## src/rtl/gf_poly_mult_seq.sv

```systemverilog
// Bit-serial carry-less GF(2)[x] multiplier: one multiplier bit per clock.
// Emits the unreduced product together with the clamped field degree.
module gf_poly_mult_seq #(
    parameter int unsigned DATA_WIDTH = 64
) (
    input  logic                          clk,
    input  logic                          rst_n,
    input  logic                          in_valid,
    output logic                          in_ready,
    input  logic [DATA_WIDTH-1:0]         a_in,
    input  logic [DATA_WIDTH-1:0]         b_in,
    input  logic [$clog2(DATA_WIDTH):0]   polyn_grade,
    output logic                          out_valid,
    input  logic                          out_ready,
    output logic [2*DATA_WIDTH-1:0]       prod_out,
    output logic [$clog2(DATA_WIDTH):0]   grade_out
);

    localparam int unsigned W  = DATA_WIDTH;
    localparam int unsigned GW = $clog2(W) + 1;
    localparam int unsigned CW = (W > 1) ? $clog2(W) : 1;
    localparam int unsigned PW = 2 * W;

    typedef enum logic [1:0] {
        IDLE = 2'd0,
        MULT = 2'd1,
        HOLD = 2'd2
    } state_t;

    state_t          state;
    state_t          state_next;

    logic [W-1:0]    a_reg;
    logic [W-1:0]    b_reg;
    logic [PW-1:0]   acc;
    logic [CW-1:0]   cnt;
    logic [GW-1:0]   m_reg;

    logic [GW-1:0]   m_eff;
    logic [W-1:0]    op_mask;
    logic [PW-1:0]   partial;
    logic [PW-1:0]   acc_next;
    logic            last;

    assign in_ready = (state == IDLE);

    // Degree clamp, operand mask and the shifted partial product for this step
    always_comb begin
        m_eff    = (polyn_grade > GW'(W)) ? GW'(W) : polyn_grade;
        op_mask  = ~({W{1'b1}} << m_eff);
        partial  = b_reg[cnt] ? (PW'(a_reg) << cnt) : '0;
        acc_next = acc ^ partial;
        last     = (GW'(cnt) == (m_reg - GW'(1)));
    end

    always_ff @(posedge clk or negedge rst_n) begin
        if (!rst_n) begin
            state <= IDLE;
        end else begin
            state <= state_next;
        end
    end

    always_comb begin
        state_next = state;
        case (state)
            IDLE: if (in_valid) state_next = (m_eff == '0) ? HOLD : MULT;
            MULT: if (last) state_next = HOLD;
            HOLD: if (out_ready) state_next = IDLE;
            default: state_next = IDLE;
        endcase
    end

    // Operand capture, accumulation and output registers
    always_ff @(posedge clk or negedge rst_n) begin
        if (!rst_n) begin
            a_reg     <= '0;
            b_reg     <= '0;
            acc       <= '0;
            cnt       <= '0;
            m_reg     <= '0;
            prod_out  <= '0;
            grade_out <= '0;
            out_valid <= 1'b0;
        end else begin
            case (state)
                IDLE: begin
                    if (in_valid) begin
                        a_reg     <= a_in & op_mask;
                        b_reg     <= b_in & op_mask;
                        m_reg     <= m_eff;
                        grade_out <= m_eff;
                        acc       <= '0;
                        cnt       <= '0;
                        // Zero-degree field: nothing to multiply, product is 0
                        if (m_eff == '0) begin
                            prod_out  <= '0;
                            out_valid <= 1'b1;
                        end
                    end
                end
                MULT: begin
                    acc <= acc_next;
                    cnt <= cnt + CW'(1);
                    if (last) begin
                        prod_out  <= acc_next;
                        out_valid <= 1'b1;
                    end
                end
                HOLD: begin
                    if (out_ready) out_valid <= 1'b0;
                end
                default: ;
            endcase
        end
    end

endmodule
```

## config.mk

```make
export PLATFORM = sky130hd
export DESIGN_NAME = gf_poly_mult_seq
export DESIGN_NICKNAME = d
export VERILOG_FILES = /design/src/rtl/gf_poly_mult_seq.sv
export SDC_FILE = /design/constraint.sdc
export NUM_CORES = 1
export LEC_CHECK = 0
export BUFFER_PORTS_ARGS = -buffer_cell sky130_fd_sc_hd__buf_2
export CORE_ASPECT_RATIO = 0.9
export CORE_MARGIN = 3
export CORE_UTILIZATION = 54
export CTS_CLUSTER_SIZE = 30
export DETAILED_ROUTE_END_ITERATION = 6
export PLACE_DENSITY_LB_ADDON = 0.15
export SETUP_SLACK_MARGIN = 0.3
export SLEW_MARGIN = 5
export SYNTH_ARGS = -nofsm -noshare
export SYNTH_HDL_FRONTEND = slang
export SYNTH_SLANG_ARGS = --single-unit
```

## constraint.sdc

```tcl
create_clock -name clk -period 2.8 [get_ports clk]
set_clock_uncertainty 0.1 [all_clocks]
set_input_delay 0.42 -clock clk [delete_from_list [all_inputs] [get_ports clk]]
set_output_delay 0.42 -clock clk [all_outputs]
set_load 0.01 [all_outputs]
```

==> summary.md <==
| Metric | Value |
|---|---|
| Fin area | `33700 µm²` |
| Crit path time final | `3210 ps` |
| Top Ports | `276` |
| Total CTS buffers | `42` |
| Vias in the first global route | `24.6k` |
| # setup viols final | `242` |
| Mapped Cells | `2557` |
| Hpwl dp | `70400 µm` |
| Seq/Total Area, Yosys | `41.1%` |
| First-pass GRT wire length | `151000 µm` |
| Starting density of the core | `54.9%` |
| Inst Count DP | `3571` |
| Sw Share | `46.2%` |
| Clock buffer depth | `3` |
| Most frequent cells in the layout | `dfrtp_1, nand2_1, buf_4` |
| Comb power frac | `68.7%` |
| PortBufs | `275` |
| Status | `finished, violations left` |
| Max-cap check violation count | `0` |
| Routed Antenna Nets | `0` |
| Tot Pwr | `53.8 mW` |
| Synth top area cells | `dfrtp_1, mux4_2, nand2_1` |
| Power share of the clock group | `11.3%` |
| Total grt overflow | `0` |
| Setup ws final | `-414 ps` |
| Dominant synthesized flop cell | `dfrtp_1` |
| Skew-Pair Late Insertion Delay | `580 ps` |
| Part of the cycle the worst path needs | `115%` |
| Crit. End Element | `flop` |
| Antenna violations before repair | `5` |
| Pre-CTS setup slack | `-591 ps` |
| Switching power | `24.9 mW` |
| Clock tree from TritonCTS | `yes` |
| H-tree levels | `2` |
| Largest registers | `acc x128, prod_out x128` |
| Clock root buffer master | `clkbuf_16` |
| Worst rel slew slack | `23.9%` |
| Fillers | `2991` |
| Failing checks | `setup timing` |
| Mapped cell area | `24300 µm²` |
| Fin. Hold Viols | `0` |
| Fin cells | `3798` |
| Fin Hold WS | `3.30 ps` |
| Synth top area share | `41.1%` |
| P_leak | `15.0 nW` |
| Pwr Density | `1600 nW/µm²` |
| Clk pin slew, worst setup/hold paths | `70 ps` |
| Floorplan core area | `44300 µm²` |
| Row count | `73` |
| Synth Warn # | `0` |
| Area after DPL | `28900 µm²` |
| Max VDD drop | `0.000871 V` |
| EDFF count, synth | `0` |
| DRT iter0 DRCs | `3177` |
| DR pass1 iterations | `6` |
| Cell taking the most area after synthesis | `dfrtp_1` |
| Setup TNS | `-59020 ps` |
| FFs w/ async S/R, synth | `100%` |
| Syn nets | `2698` |
| RSZ-0062 raised after global routing | `yes` |
| Final net count | `3304` |
| WL final | `104000 µm` |
| GRT Util Overall | `40.8%` |
| Routed vias | `25.6k` |
| Die area | `47600 µm²` |
| Crit Path Class | `flop to flop` |
| Layout cells sized above 1 | `38.0%` |
| Worst EP required | `3190 ps` |
| Largest net degree at the start of global routing | `101` |
| Final GP Congestion | `1.01` |
| Worst Path Arrival | `3600 ps` |
| Final core occ | `76.0%` |
| DR WL/cell | `27.3 µm` |
| Synth unique cells | `76` |
| Flops & latches, synth | `400` |
| Worst Hold Class | `primary input to flop` |
| Part of the power in registers | `19.9%` |
| Fmax | `0.311 GHz` |
| DIE WIDTH | `230 µm` |
| Most common cell after layout, fill and taps aside | `dfrtp_1` |
| Critical Path Start Type | `flop` |
| Clk sinks | `400` |
| Internal power | `28.9 mW` |
| Max Transition Viols Final | `0` |
| DR DRC count | `0` |
| Area Growth Syn to Fin | `38.4%` |
| Worst-path fanout max | `6` |
| Via-to-Cell Ratio | `6.75` |
| Worst-Margin Slew | `1130 ps` |
| Die height | `207 µm` |
| Mean post-synth cell area | `9.51 µm²` |
-- cells in the mapped netlist, types with 21 or more instances --
master / instances
dfrtp_1: 400
nand2_1: 352
nand3_1: 237
o21ai_0: 193
clkbuf_1: 151
o211ai_1: 97
or4_1: 91
nor2_1: 88
a21oi_1: 75
mux4_2: 72
mux2_2: 69
mux2i_1: 62
a22o_1: 61
nor3_1: 41
a31oi_1: 40
inv_1: 38
o31ai_1: 31
xnor2_1: 31
buf_2: 28
o2bb2ai_1: 28
xor2_1: 25
a22oi_1: 23
buf_1: 23
o31a_1: 22
and2_1: 21
o22ai_1: 21
-- final timing paths --
kind / from / endpoint / slack (ps) / depth (start not counted)
setup / recovery: cnt[0] / acc[42] / -410 / 11
hold / removal: a_in[45] / a_reg[45] / 3 / 3
setup reg to reg: cnt[0] / acc[42] / -410 / 11
hold reg to reg: b_reg[43] / b_reg[43] / 380 / 2
max in group asynchronous: rst_n / cnt[0] / 1330 / 3
min in group asynchronous: rst_n / m_reg[6] / 350 / 2
-- layer usage --
metal	share of wire [%]	track usage, %
met1	39	57.7
met2	45	63.4
met3	11	9.32
met4	3.9	12.3
met5	0.042	0
-- cell families after synthesis --
logic type / after synthesis / synth area share [%]
adder cells (fa/ha/maj): 2 / 0.103
multiplexers: 219 / 14.1
flip-flops: 400 / 41.1
AO/OA/AOI/OAI: 707 / 19.6
XOR/XNOR: 58 / 2.20
AND/OR/NAND/NOR: 897 / 17.7
buffers and inverters: 274 / 5.15
-- power by group through the flow --
stage               Combinational [mW]  Clock (mW)  Sequential, mW
global placement                  28.4           0            10.4
CTS                               31.7        6.09            10.5
global route                      38.4        6.31            11.0
finish                            37.0        6.11            10.7
floorplan                         16.1           0            10.3
detailed placement                28.9           0            10.6
-- worst max-delay path, cell delays in order (launching register included) --
cell and delay (ps):
dfrtp_4 460, buf_4 170, mux4_2 570, a22o_4 310, a311oi_4 370, a21oi_4 80
a21oi_4 250, buf_12 200, buf_12 140, buf_16 120, o21ai_0 100, a31oi_1 230
-- repair_timing --
action | CTS | global route
pin swaps | 42 | 142
cloned | 8 | 20
hold endpoints to repair | 142 | 0
setup buffers | 22 | 14
setup endpoints to repair | 254 | 258
resized for setup | 126 | 260
hold buffers | 84 | 0
-- final cells by class --
| type | count | area (µm²) | share of cell area, % |
|---|---|---|---|
| timing repair buffer | 794 | 6690 | 19.9 |
| antenna | 1 | 2.50 | 0.00743 |
| inverter | 42 | 159 | 0.472 |
| tap | 600 | 751 | 2.23 |
| multi-input combinational | 1883 | 14500 | 43.2 |
| clock inverter | 12 | 170 | 0.505 |
| clock buffer | 66 | 1340 | 3.96 |
| sequential | 400 | 10000 | 29.8 |
Power figures use the tool's default switching activity.
